## src/rtl/mem_arbiter.sv

```systemverilog
// Two-master arbiter for the shared 8-bit synchronous memory/IO port.
// Registered single-byte accesses with programmable latency, round-robin or fixed priority, bus lock.
module mem_arbiter #(
  parameter int unsigned ADDR_W    = 16,
  parameter int unsigned MEM_LAT   = 1,
  parameter bit          FIXED_PRI = 1'b0
) (
  input  logic              clk,
  input  logic              rst,
  input  logic              m0_req,
  input  logic              m0_read,
  input  logic              m0_lock,
  input  logic [ADDR_W-1:0] m0_addr,
  input  logic [7:0]        m0_wdata,
  output logic [7:0]        m0_rdata,
  output logic              m0_ack,
  input  logic              m1_req,
  input  logic              m1_read,
  input  logic              m1_lock,
  input  logic [ADDR_W-1:0] m1_addr,
  input  logic [7:0]        m1_wdata,
  output logic [7:0]        m1_rdata,
  output logic              m1_ack,
  output logic              mem_cs,
  output logic              mem_read,
  output logic [ADDR_W-1:0] mem_addr,
  output logic [7:0]        mem_dout,
  input  logic [7:0]        mem_din,
  output logic [1:0]        gnt
);

  typedef enum logic [1:0] {StIdle, StAccess, StDone} state_e;

  state_e              state_q, state_d;
  logic [3:0]          cnt_q, cnt_d;
  logic                mem_cs_q, mem_cs_d;
  logic                mem_read_q, mem_read_d;
  logic [ADDR_W-1:0]   mem_addr_q, mem_addr_d;
  logic [7:0]          mem_dout_q, mem_dout_d;
  logic                m0_ack_q, m0_ack_d;
  logic                m1_ack_q, m1_ack_d;
  logic [7:0]          m0_rdata_q, m0_rdata_d;
  logic [7:0]          m1_rdata_q, m1_rdata_d;
  logic [1:0]          gnt_q, gnt_d;
  logic                last_grant_q, last_grant_d;  // 0 = m0, 1 = m1
  logic                lock_vld_q, lock_vld_d;
  logic                lock_id_q, lock_id_d;
  logic                win_q, win_d;                // owner of the access in flight

  logic owner_lock, locked, elig0, elig1, pick1, win_lock;

  always_comb begin
    owner_lock = lock_id_q ? m1_lock : m0_lock;
    locked     = lock_vld_q && owner_lock;
    elig0      = m0_req && (!locked || !lock_id_q);
    elig1      = m1_req && (!locked || lock_id_q);
    // m1 wins when alone, or on a round-robin tie after an m0 grant.
    pick1      = elig1 && (!elig0 || (!FIXED_PRI && !last_grant_q));
    win_lock   = win_q ? m1_lock : m0_lock;
  end

  always_comb begin
    state_d      = state_q;
    cnt_d        = cnt_q;
    mem_cs_d     = mem_cs_q;
    mem_read_d   = mem_read_q;
    mem_addr_d   = mem_addr_q;
    mem_dout_d   = mem_dout_q;
    m0_ack_d     = m0_ack_q;
    m1_ack_d     = m1_ack_q;
    m0_rdata_d   = m0_rdata_q;
    m1_rdata_d   = m1_rdata_q;
    gnt_d        = gnt_q;
    last_grant_d = last_grant_q;
    lock_vld_d   = lock_vld_q;
    lock_id_d    = lock_id_q;
    win_d        = win_q;

    case (state_q)
      StIdle: begin
        mem_cs_d = 1'b0;
        // Owner dropped its lock while the bus sat idle.
        if (lock_vld_q && !owner_lock) begin
          lock_vld_d = 1'b0;
          gnt_d      = 2'b00;
        end
        if (elig0 || elig1) begin
          win_d        = pick1;
          mem_addr_d   = pick1 ? m1_addr : m0_addr;
          mem_read_d   = pick1 ? m1_read : m0_read;
          mem_dout_d   = pick1 ? m1_wdata : m0_wdata;
          mem_cs_d     = 1'b1;
          gnt_d        = pick1 ? 2'b10 : 2'b01;
          last_grant_d = pick1;
          cnt_d        = 4'(MEM_LAT);
          state_d      = StAccess;
        end
      end
      StAccess: begin
        cnt_d = cnt_q - 4'd1;
        if (cnt_q == 4'd1) begin
          if (mem_read_q) begin
            if (win_q) m1_rdata_d = mem_din;
            else       m0_rdata_d = mem_din;
          end
          if (win_q) m1_ack_d = 1'b1;
          else       m0_ack_d = 1'b1;
          mem_cs_d   = 1'b0;
          mem_read_d = 1'b1;
          state_d    = StDone;
        end
      end
      StDone: begin
        m0_ack_d   = 1'b0;
        m1_ack_d   = 1'b0;
        lock_vld_d = win_lock;
        lock_id_d  = win_q;
        if (!win_lock) gnt_d = 2'b00;
        state_d    = StIdle;
      end
      default: state_d = StIdle;
    endcase
  end

  always_ff @(negedge clk or negedge rst) begin
    if (!rst) begin
      state_q      <= StIdle;
      cnt_q        <= 4'd0;
      mem_cs_q     <= 1'b0;
      mem_read_q   <= 1'b1;
      mem_addr_q   <= '0;
      mem_dout_q   <= 8'h00;
      m0_ack_q     <= 1'b0;
      m1_ack_q     <= 1'b0;
      m0_rdata_q   <= 8'h00;
      m1_rdata_q   <= 8'h00;
      gnt_q        <= 2'b00;
      last_grant_q <= 1'b1;
      lock_vld_q   <= 1'b0;
      lock_id_q    <= 1'b0;
      win_q        <= 1'b0;
    end else begin
      state_q      <= state_d;
      cnt_q        <= cnt_d;
      mem_cs_q     <= mem_cs_d;
      mem_read_q   <= mem_read_d;
      mem_addr_q   <= mem_addr_d;
      mem_dout_q   <= mem_dout_d;
      m0_ack_q     <= m0_ack_d;
      m1_ack_q     <= m1_ack_d;
      m0_rdata_q   <= m0_rdata_d;
      m1_rdata_q   <= m1_rdata_d;
      gnt_q        <= gnt_d;
      last_grant_q <= last_grant_d;
      lock_vld_q   <= lock_vld_d;
      lock_id_q    <= lock_id_d;
      win_q        <= win_d;
    end
  end

  assign mem_cs   = mem_cs_q;
  assign mem_read = mem_read_q;
  assign mem_addr = mem_addr_q;
  assign mem_dout = mem_dout_q;
  assign m0_ack   = m0_ack_q;
  assign m1_ack   = m1_ack_q;
  assign m0_rdata = m0_rdata_q;
  assign m1_rdata = m1_rdata_q;
  assign gnt      = gnt_q;

endmodule

```

## config.mk

```make
export PLATFORM = sky130hd
export DESIGN_NAME = mem_arbiter
export DESIGN_NICKNAME = d
export VERILOG_FILES = /design/src/rtl/mem_arbiter.sv
export SDC_FILE = /design/constraint.sdc
export NUM_CORES = 1
export LEC_CHECK = 0
export BUFFER_PORTS_ARGS = -buffer_cell sky130_fd_sc_hd__buf_2
export CORE_MARGIN = 2
export CORE_UTILIZATION = 47
export DETAILED_ROUTE_END_ITERATION = 6
export PLACE_DENSITY = 0.79
export SYNTH_ARGS = -nofsm -noshare
export SYNTH_HDL_FRONTEND = slang
export SYNTH_SLANG_ARGS = --single-unit
```

## constraint.sdc

```tcl
create_clock -name clk -period 2.1 [get_ports clk]
set_input_delay 0.315 -clock clk [delete_from_list [all_inputs] [get_ports clk]]
set_output_delay 0.315 -clock clk [all_outputs]
set_load 0.1 [all_outputs]
```

==> results, run 1 <==
- The flow did not finish.
- The stage where the flow stopped is global routing.
- The first error in the log reads "[ERROR DPL-0038] Utilization greater than 100%, impossible to legalize".
- After synthesis the cells add up to 2540 µm².
- The die is 77.6 µm wide.
- After the last repair the worst path ends at a top-level output.
- The starting density of the core is 49.2%.
- The count of H-tree levels built during CTS is 2.
- The net count after synthesis is 313.
- The instance count of the mapped netlist is 247.
- The clock drives 56 sinks.
- The placed instances occupy a cell area of 4120 µm².
- The die extent in y is 77.6 µm.
- After clock tree synthesis, the flow added hold-fix buffers numbering 0.
- The count of input and output buffers is 109.
- The total clock buffers created by CTS is 5.
- In this run, synthesis produced a sequential element count of 56.
- Timing analysis after detailed placement gives a worst setup slack of -425 ps.
- The HPWL after detailed placement is 5.50 mm.
- No sink is reached through more buffers than the 2 on the longest clock path.
- The count of yosys warnings during synthesis is 0.
- The pin count of the biggest net entering global routing is 28.
- When the global-route repair_timing finished, the worst setup path ended at mem_read.
- The placer's final routability congestion estimate is 0.814.
- CTS placed an instance of sky130_fd_sc_hd__clkbuf_8 at the clock tree root.
- Of the synthesized area, sequential elements account for 55.2%.
- The distinct cell type count of the synthesized netlist is 37.
- The site row count is 26.
- 110 I/O pins were placed.
- The average instance in the mapped netlist occupies 10.3 µm².
[metrics by stage]
step	hold WS, ps	cells
2_1_floorplan	401	247
3_3_place_gp	419	430
3_5_place_dp	438	430
4_1_cts	434	466
[repair_timing]
| action | in CTS |
|---|---|
| setup endpoints to repair | 79 |
| pin swaps | 23 |
| gates cloned | 8 |
| gates resized for setup | 52 |
| buffers inserted | 20 |
[kinds of logic after synthesis]
kind of cell             count (synthesis)  share of synthesized area (%)
AND/OR/NAND/NOR                         80                           15.9
AO/OA/AOI/OAI                           69                           14.7
flip-flops                              56                           55.2
buffers and inverters                   20                           3.34
multiplexers                            19                           9.54
adder cells (fa/ha/maj)                  2                          0.983
XOR/XNOR                                 1                          0.344
[Yosys cell counts, drive strengths merged]
cell     instances  share of area, %
a21o             2              0.59
a21oi           53                10
a221oi           1              0.34
a22oi            1              0.30
and2             1              0.25
and4             1              0.34
buf              8               1.6
clkbuf           4              0.59
dfrtn           54                53
dfstp            2               2.1
ha               2              0.98
inv              8               1.2
mux2            18               9.1
mux2i            1              0.39
nand2           31               4.6
nand2b           1              0.34
nand3            4               1.3
nand3b           1              0.79
nand4            1              0.25
nand4b           1              0.34
nand4bb          1              0.44
nor2            29               4.9
nor2b            2              0.49
nor3             3              0.59
nor3b            1              0.30
o21ai            8               1.6
o221a            1              0.44
o221ai           1              0.59
o22ai            2              0.49
or2              1              0.25
or3b             1              0.44
or4              1              0.30
xor2             1              0.34
==> inputs of run 2 (changes only) <==
Settings changed: CORE_UTILIZATION 47 to 40, PLACE_DENSITY 0.79 to not set, PLACE_DENSITY_LB_ADDON set to 0.15.
==> run 2 against run 1 <==
Compared with the run above: the flow now finishes, with violations (setup timing); area after synthesis stayed put; synthesized cell count is the same.
==> results, run 2 <==
- The synthesis-to-finish area growth is 107%.
- The headroom to the max-slew limit is 68.6%.
- The total clock buffers created by CTS is 5 (unchanged).
- The number of sinks handled by clock tree synthesis is 56 (unchanged).
- Across the run, the number of max-cap violations was 0.
- The count of H-tree levels built during CTS is 2 (unchanged).
- The site row count is 29 (+12%).
- The slowest stage cell on the critical path is sky130_fd_sc_hd__dfstp_4.
- The kind of critical path is reg -> out.
- The I/O pin count was 110 (unchanged).
- The total count of hold-check failures in the final report is 0.
- The HPWL after detailed placement was 5.32 mm (-3.2%).
- The detail route stage leaves a number of antenna-violating nets equal to 0.
- The register with the most flip-flops in the layout has 16 of them.
- The root cell of the clock tree is sky130_fd_sc_hd__clkbuf_8.
- In this run the worst path has a maximum fanout of 2.
- Summed over all layers, the global routing overflow is 0.
- The commonest register cell after synthesis is sky130_fd_sc_hd__dfrtn_1.
- In the routed layout, each cell is associated on average with a via count of 5.37.
- Summed over all instances, the cell type with the most area after synthesis is sky130_fd_sc_hd__dfrtn_1.
- After floorplanning, the core was sized to cover 6240 µm².
- After detailed routing, the number of remaining DRC violations is 0.
- Together, buffers and inverters on the worst path number 1.
- In the layout the commonest cells are sky130_fd_sc_hd__buf_2 (59), sky130_fd_sc_hd__buf_12 (57), sky130_fd_sc_hd__dfrtn_1 (54).
- In the final design database the tool counted 464 nets.
- The instance count of the mapped netlist is 247 (unchanged).
- The global-route wire length before repair is 14.3 mm.
- The initial antenna violation count is 0.
- The cell area after synthesis is 2540 µm² (unchanged).
- The register bit total from synthesis is 56 (unchanged).
- The die extent in y is 83.8 µm (+8.0%).
- In the post-route analysis, the smallest setup slack over all paths is -442 ps.
- The fraction of final layout cells with drive strength greater than 1 is 70.4%.
- The count of input and output buffers came to 109 (unchanged).
- The fraction of post-synthesis cell area in the top cell type by area is 53.1% (unchanged).
- The critical path capture point type is an output pin.
- The later pin in the worst-skew pair is clocked with a latency of 370 ps.
- Clock-pin slew was measured on the worst setup and hold paths at 60 ps.
- The min-delay analysis places its worst path in the category reg -> reg.
- The post-cts hold buffer count was 0 (unchanged).
- The slew at the pin closest to its max-slew limit is 471 ps.
- For this run, the detailed router's first-pass iteration total came to 4.
- The detailed router placed 2557 vias in this run.
- For this block, the routed nets add up to 9.56 mm of wire.
- The net count after synthesis came to 313 (unchanged).
- The run finished, with violations left.
- The floorplan step defined a die boundary enclosing 7020 µm².
- The count of yosys warnings during synthesis is 0 (unchanged).
- Data on the critical path is required at its endpoint by 1780 ps.
- STA classifies the critical path startpoint as a register.
- Setup repair after global routing could not meet its margin everywhere.
- The share of synthesized registers carrying an async set or reset is 100% (unchanged).
- The mean area per synthesized cell is 10.3 µm² (unchanged).
- The total count of max-transition violations in the final report was 0.
- Leaving out fill and tap cells, the most frequent cell in the layout is sky130_fd_sc_hd__buf_2.
- Ranked by instance count, the synthesized netlist is headed by sky130_fd_sc_hd__dfrtn_1 (54), sky130_fd_sc_hd__a21oi_1 (53), sky130_fd_sc_hd__nand2_1 (31), sky130_fd_sc_hd__nor2_1 (28), sky130_fd_sc_hd__mux2_2 (9).
- The family with the most delay on the worst path is flip-flops.
- The register-to-register setup slack is 130 ps.
- Traced cell by cell, the critical path runs through buf_12.
- The critical path's largest stage delay is 630 ps.
- TritonCTS built the clock tree.
- The proportion of synthesized chip area in sequential cells was 55.2% (unchanged).
- The post-route cell area is 5270 µm².
- Entering global routing, the biggest net connects 21 pins.
- The count of antenna diodes in the layout is 0.
- For the worst setup path, the data arrival time is 2230 ps.
- After the first detailed-routing iteration, the DRC count stood at 137.
- The horizontal die dimension is 83.8 µm (+8.0%).
- The overall fraction of global-route tracks in use is 25.8%.
- The aggregate negative setup slack is -14840 ps.
- The number of flops mapped to enable cells by yosys came to 0 (unchanged).
- Yosys attributes the largest share of cell area to sky130_fd_sc_hd__dfrtn_1 (53%), sky130_fd_sc_hd__a21oi_1 (10%), sky130_fd_sc_hd__mux2_4 (4.7%).
- The placer's final routability congestion estimate was 0.821 (+0.90%).
- The final reports fail on setup timing.
- The final setup skew is 70.1 ps.
- The distinct cell type count of the synthesized netlist was 37 (unchanged).
- The most frequent cell after synthesis is sky130_fd_sc_hd__dfrtn_1.
- The via count of the first global-routing pass is 2740.
- After detailed routing, the average wire length per cell comes to 20.1 µm.
- The starting density of the core is 40.8% (-8.4 points).
- Setup violations remaining at the end of the flow were counted as 78.
- The number of buffers on the longest clock path is 2 (unchanged).
- The placed standard-cell area was 4140 µm² (+0.52%).
==> run 2: cell counts after synthesis <==
Identical to the previous run, type by type.
==> run 2: path summary, 6_finish.rpt <==
| path | startpoint | end | cells after the start |
|---|---|---|---|
| max | mem_read | mem_read | 1 |
| min | cnt_q[3] | cnt_q[3] | 1 |
| max reg2reg | cnt_q[0] | m0_rdata[7] | 5 |
| min reg2reg | cnt_q[3] | cnt_q[3] | 1 |
| max in group asynchronous | rst | mem_addr[10] | 2 |
| min in group asynchronous | rst | gnt[1] | 1 |
==> run 2: cell type report <==
class	count	area (µm²)
sequential	56	1410
clock buffer	6	93.8
clock inverter	4	20.0
fill	304	976
inverter	7	26.3
tap	77	96.3
timing repair buffer	155	1910
multi-input combinational	171	1710
==> run 2: routing by layer <==
metal / vias up / track usage [%] / wire length [µm]
li1: 1153 / - / -
met5: - / 0 / 0
met4: 0 / 7.33 / 241
met3: 22 / 5.84 / 601
met2: 121 / 45.8 / 5060
met1: 1261 / 31.4 / 3660
==> run 2: metrics by stage <==
step	hold WS, ps	setup WS [ps]	cells	util, %
floorplan	401	-239	247	-
CTS	425	-436	467	80.3
global route	491	-480	476	84.4
detailed placement	424	-395	437	66.4
global placement	411	-366	437	66.4
finish	447	-442	476	84.4
==> run 2: kinds of logic after synthesis <==
logic type / Yosys count / synth area share [%]
AND/OR/NAND/NOR: 80 / 15.9
AO/OA/AOI/OAI: 69 / 14.7
flip-flops: 56 / 55.2
buffers and inverters: 20 / 3.34
multiplexers: 19 / 9.54
adder cells (fa/ha/maj): 2 / 0.983
XOR/XNOR: 1 / 0.344
==> run 2: timing repair <==
action	4_1_cts	5_1_grt
gates resized for setup	117	34
setup endpoints to repair	76	80
gates cloned	7	2
setup buffers	14	9
pin swaps	49	11
Power of run 2 is not shown: default switching activity piles up to over one toggle a cycle in this logic, so the estimate is an artifact.
==> inputs of run 3 (changes only) <==
Settings changed: CELL_PAD_IN_SITES_DETAIL_PLACEMENT set to 1, CELL_PAD_IN_SITES_GLOBAL_PLACEMENT set to 2, CORE_UTILIZATION 40 to 28.
==> run 3 against run 2 <==
Compared with the run above: the run still ends with setup timing left; final cell count increased by 5.7%; register-to-register slack about the same; critical path depth unchanged; worst hold slack got worse by 12 ps.
==> results, run 3 (same netlist as run 2, synthesis figures left out) <==
- The tree is rooted in a sky130_fd_sc_hd__clkbuf_8.
- The via count of the first global-routing pass is 2758 (+0.66%).
- The count of H-tree levels built during CTS is 2 (unchanged).
- The minimum setup slack in the final design is -441 ps (+1.12 ps).
- The number of design rule violations left after detail routing is 0 (unchanged).
- The slew at the pin closest to its max-slew limit is 411 ps (-59.3 ps).
- The count of antenna diodes in the layout is 0 (unchanged).
- TritonCTS built the clock tree.
- The worst hold path begins at cnt_q[3].
- The final reports fail on setup timing.
- The register-to-register setup slack is 140 ps (about the same).
- The via-per-instance ratio is 4.87 (-9.3%).
- The total die area is 9870 µm² (+41%).
- The critical-path maximum fanout came to 2 (unchanged).
- The total clock buffers created by CTS is 5 (unchanged).
- The initial antenna violation count is 1 (+1).
- The number of vias in the routed layout is 2450 (-4.2%).
- The remaining antenna violation count is 0 (unchanged).
- The flip-flop count of the largest register after layout is 16 (unchanged).
- Compared with the post-synthesis result, the final layout area differs by 98.3%.
- The final routed wirelength across all metal layers is 8.76 mm (-8.3%).
- The worst hold path stage count is 1 (unchanged).
- The count of input and output buffers is 109 (unchanged).
- The final-layout fill cell count was 885 (+190%).
- The insertion delay of the later-clocked pin in the worst-skew pair is 370 ps (about the same).
- The clock transition at the registers of the reported paths is 70 ps (about the same).
- The net total in the final layout is 460 (-0.86%).
- The critical path capture point type is an output pin.
- The die extent in y is 99.3 µm (+19%).
- The per-cell routed wire length is 17.4 µm (-13%).
- The number of endpoints failing setup at the final stage is 74 (-5.1%).
- The final setup skew is 59.4 ps (-10.6 ps).
- The fraction of final layout cells with drive strength greater than 1 is 69.4% (-1.1 points).
- The endpoint arrival time on the critical path is 2230 ps (about the same).
- The pin count of the biggest net entering global routing came to 30 (+43%).
- The most common cell after layout, fill and taps aside is sky130_fd_sc_hd__buf_2.
- The data required time of the critical path is 1780 ps (about the same).
- The global-route wire length before repair is 14.2 mm (-0.58%).
- The I/O pin count is 110 (unchanged).
- The total count of hold-check failures in the final report is 0 (unchanged).
- The worst register-to-register path begins at cnt_q[0].
- The critical path's largest stage delay came to 630 ps (about the same).
- The total count of max-transition violations in the final report was 0 (unchanged).
- On the critical path the largest part of the delay comes from flip-flops.
- Setup repair after global routing could not meet its margin everywhere.
- Walking the worst path, the cells encountered are buf_12.
- The HPWL after detailed placement is 5.86 mm (+10%).
- The kind of path behind the tightest hold check is reg -> reg.
- The site row count is 34 (+17%).
- The number of DRC markers after the initial detailed-route iteration is 48 (-65%).
- The overall fraction of global-route tracks in use is 18.2% (-7.6 points).
- The placer's final routability congestion estimate is 0.722 (-12%).
- The run finished, with violations left.
- The max-capacitance violation count is 0 (unchanged).
- The core box area is 8760 µm² (+40%).
- The post-cts hold buffer count came to 0 (unchanged).
- The number of sinks handled by clock tree synthesis was 56 (unchanged).
- The count of cells along the worst register-to-register path is 5 (unchanged).
- In the layout the commonest cells are sky130_fd_sc_hd__buf_2 (59), sky130_fd_sc_hd__buf_12 (55), sky130_fd_sc_hd__dfrtn_1 (54).
- The headroom to the max-slew limit is 72.6% (+4.0 points).
- STA classifies the critical path startpoint as a register.
- The kind of critical path is reg -> out.
- The iteration count of the initial detailed-routing pass is 3 (-1).
- The worst min-delay path endpoint is cnt_q[3].
- The buffers plus inverters on the worst setup path was 1 (unchanged).
- The core utilization of the finished layout is 57.6% (-27 points).
- The slowest stage cell on the critical path is sky130_fd_sc_hd__dfstp_4.
- The final global-route overflow total is 0 (unchanged).
- The horizontal die dimension is 99.3 µm (+19%).
- The starting density of the core was 29.0% (-12 points).
- The endpoint of the worst register-to-register path is m0_rdata[4].
- The number of buffers on the longest clock path is 2 (unchanged).
-- run 3: routing by layer --
metal	vias up	GRT usage [%]	share of wire, %
li1	1148	-	-
met1	1218	23.8	44
met2	75	30.8	49
met3	7	4.99	6.4
met4	2	2.85	0.63
met5	-	0	0.15
-- run 3: worst max-delay path by stage --
stage	start	end	slack (ps)	depth (start not counted)
final	mem_read	mem_read	-440	1
after global routing	mem_read	mem_read	-480	1
after CTS	mem_read	mem_read	-460	1
after detailed placement	m0_req	mem_addr[15]	-450	6
after global placement	m0_req	mem_addr[2]	-390	6
after floorplan	m0_ack	m0_ack	-240	0
-- run 3: metrics by stage --
step	instance area [µm²]	std cells	setup slack (ps)	setup TNS [ps]	hold slack (ps)
3_5_place_dp	4180	466	-449	-13510	440
3_3_place_gp	4180	466	-393	-11980	416
4_1_cts	4920	497	-457	-13770	434
5_1_grt	5050	503	-478	-17950	460
2_1_floorplan	2740	247	-239	-16240	401
6_report	5050	503	-441	-14820	435
-- run 3: area by class of cell --
| cell class | count | area [µm²] | area share [%] |
|---|---|---|---|
| inverters | 7 | 26.3 | 0.521 |
| clock inverters | 5 | 30.0 | 0.595 |
| multi-input cells | 171 | 1560 | 30.8 |
| well taps | 108 | 135 | 2.68 |
| clock buffers | 5 | 68.8 | 1.36 |
| flip-flops and latches | 56 | 1410 | 27.9 |
| repair buffers | 151 | 1820 | 36.1 |
-- run 3: repair_timing --
| item | in CTS | in global routing |
|---|---|---|
| cloned | 5 | 0 |
| resized for setup | 94 | 20 |
| hold endpoints to repair | 0 | 0 |
| pin swaps | 26 | 11 |
| setup endpoints to repair | 76 | 79 |
| buffers inserted | 17 | 6 |
Power of run 3 is left out for the same reason.
==> inputs of run 4 (changes only) <==
Settings changed: GPL_TIMING_DRIVEN set to 0.
==> run 4 against run 3 <==
Compared with the run above: the run still ends with setup timing left; clock-buffer cell count increased by 1; via count increased by 4.0%; flip-flop and latch count unchanged; worst setup slack improved by 12 ps; critical path depth unchanged; first-iteration DRC count decreased by 50%; die area unchanged; non-clock buffer count increased by 22; sequential share of layout area decreased by 1.9 points; clock skew decreased by 4.6 ps; register-to-register slack got worse by 30 ps; critical endpoint unchanged; largest cell class unchanged; highest routed layer is now met4.
==> results, run 4 (same netlist as run 2, synthesis figures left out) <==
- The pin count of the biggest net entering global routing was 57 (+90%).
- The number of buffers on the longest clock path is 2 (unchanged).
- The number of sinks handled by clock tree synthesis is 56 (unchanged).
- Routed signal wires occupy layers up through met4.
- The final global-route overflow total is 0 (unchanged).
- The remaining antenna violation count is 0 (unchanged).
- The via-per-instance ratio was 4.85 (-0.36%).
- The placer's final routability congestion estimate is 0.738 (+2.2%).
- In the layout the commonest cells are sky130_fd_sc_hd__buf_2 (58), sky130_fd_sc_hd__dfrtn_1 (54), sky130_fd_sc_hd__buf_12 (51).
- The total count of hold-check failures in the final report is 0 (unchanged).
- The final setup skew was 54.8 ps (-4.60 ps).
- The HPWL after detailed placement is 5.33 mm (-9.0%).
- Compared with the post-synthesis result, the final layout area differs by 113%.
- The total die area is 9870 µm² (unchanged).
- The final routed wirelength across all metal layers was 9.55 mm (+9.0%).
- The die extent in y is 99.3 µm (unchanged).
- The number of DRC markers after the initial detailed-route iteration came to 24 (-50%).
- The end of the critical path is mem_read.
- The count of H-tree levels built during CTS is 2 (unchanged).
- The site row count is 34 (unchanged).
- The length of routed wiring on met1 is 4.11 mm (+7.2%).
- The count of input and output buffers is 109 (unchanged).
- The initial antenna violation count came to 0 (-1).
- The endpoint of the worst register-to-register path is m0_rdata[2].
- The max-capacitance violation count is 0 (unchanged).
- The number of design rule violations left after detail routing is 0 (unchanged).
- The path length in cells of the critical path is 1 (unchanged).
- The per-cell routed wire length came to 18.2 µm (+4.4%).
- The met2 routed wirelength came to 4.79 mm (+12%).
- The minimum setup slack in the final design came to -429 ps (+11.5 ps).
- The register-to-register setup slack is 110 ps (-30 ps).
- The horizontal die dimension is 99.3 µm (unchanged).
- The total count of max-transition violations in the final report is 0 (unchanged).
- In this run the critical register-to-register path is launched from cnt_q[0].
- The critical-path maximum fanout was 2 (unchanged).
- The flip-flop count of the largest register after layout is 16 (unchanged).
- The number of endpoints failing setup at the final stage is 81 (+9.5%).
- The global-route wire length before repair is 15.3 mm (+7.8%).
- The family with the most delay on the worst path is flip-flops.
- The endpoint arrival time on the critical path is 2210 ps (-20 ps).
- The clock transition at the registers of the reported paths came to 70 ps (about the same).
- The startpoint of the most critical setup path is mem_read.
- The iteration count of the initial detailed-routing pass is 4 (+1).
- The core box area was 8760 µm² (unchanged).
- The buffers plus inverters on the worst setup path is 1 (unchanged).
- The I/O pin count was 110 (unchanged).
- The via count of the first global-routing pass is 2817 (+2.1%).
- The net total in the final layout is 482 (+4.8%).
- The fraction of final layout cells with drive strength greater than 1 is 72.9% (+3.5 points).
- The slew at the pin closest to its max-slew limit is 758 ps (+347 ps).
- The flow ran to the end, but the final reports show violations.
- The CTS tree is yes.
- The slowest stage cell on the critical path is sky130_fd_sc_hd__dfstp_4.
- The final reports fail on setup timing.
- The number of vias in the routed layout is 2548 (+4.0%).
- The path class of the tightest hold or removal check is reg -> reg.
- STA classifies the critical path endpoint as an output pin.
- Setup repair after global routing could not meet its margin everywhere.
- The total clock buffers created by CTS is 5 (unchanged).
- The headroom to the max-slew limit came to 49.5% (-23 points).
- The count of antenna diodes in the layout came to 0 (unchanged).
- The count of cells along the worst register-to-register path is 5 (unchanged).
- The root cell of the clock tree is sky130_fd_sc_hd__clkbuf_8.
- The data required time of the critical path is 1780 ps (about the same).
- The insertion delay of the later-clocked pin in the worst-skew pair is 360 ps (about the same).
- The wire length on met3 is 558 µm (-0.71%).
- STA classifies the critical path startpoint as a register.
- The critical path's largest stage delay is 630 ps (about the same).
- Traced cell by cell, the critical path runs through buf_12.
- The starting density of the core is 29.0% (unchanged).
- The most common cell after layout, fill and taps aside is sky130_fd_sc_hd__buf_2.
- The overall fraction of global-route tracks in use came to 19.4% (+1.2 points).
- The core utilization of the finished layout is 61.9% (+4.3 points).
- The setup path with the least slack is of type reg -> out.
-- run 4: cell count changes in the layout (fill, tap and decap cells not counted), sizes merged --
cell,before,now
buf,151,167
clkbuf,5,12
inv,10,9
-- run 4: cell type report --
type	instances	area, µm²
well taps	108	135
clock inverters	4	23.8
fillers	856	3340
inverters	7	26.3
flip-flops and latches	56	1410
repair buffers	162	1830
multi-input cells	171	1730
clock buffers	6	93.8
plain buffers	11	178
-- run 4: through the flow --
step | area, µm² | TNS [ps] | hold slack (ps) | setup WS [ps] | std cells
after floorplan | 2740 | -16240 | 401 | -239 | 247
after global placement | 3420 | -47820 | 412 | -715 | 464
after detailed placement | 3420 | -48830 | 433 | -754 | 464
after CTS | 5130 | -14580 | 427 | -442 | 505
after global routing | 5420 | -18130 | 479 | -461 | 525
final | 5420 | -14840 | 444 | -429 | 525
-- run 4: how the worst min path moves through the flow --
stage              from  slack [ps]        to  depth (start not counted)
2_1_floorplan  cnt_q[3]         400  cnt_q[3]                          1
3_3_place_gp   cnt_q[3]         410  cnt_q[3]                          1
3_5_place_dp   cnt_q[3]         430  cnt_q[3]                          1
4_1_cts        cnt_q[3]         430  cnt_q[3]                          1
5_1_grt        cnt_q[3]         480  cnt_q[3]                          1
6_report       cnt_q[3]         440  cnt_q[3]                          1
-- run 4: metal layers --
layer	global-route usage, %	vias to the layer above
met5	0	-
met4	3.79	0
met3	4.78	8
met2	32.5	79
met1	25.7	1276
li1	-	1185
-- run 4: timing repair --
action                     4_1_cts  5_1_grt
hold buffers                     0        0
gates cloned                     6        1
gates resized for setup        321       21
setup endpoints to repair      135       86
pin swaps                       16       22
setup buffers                   27       19
Power of run 4 is left out for the same reason.
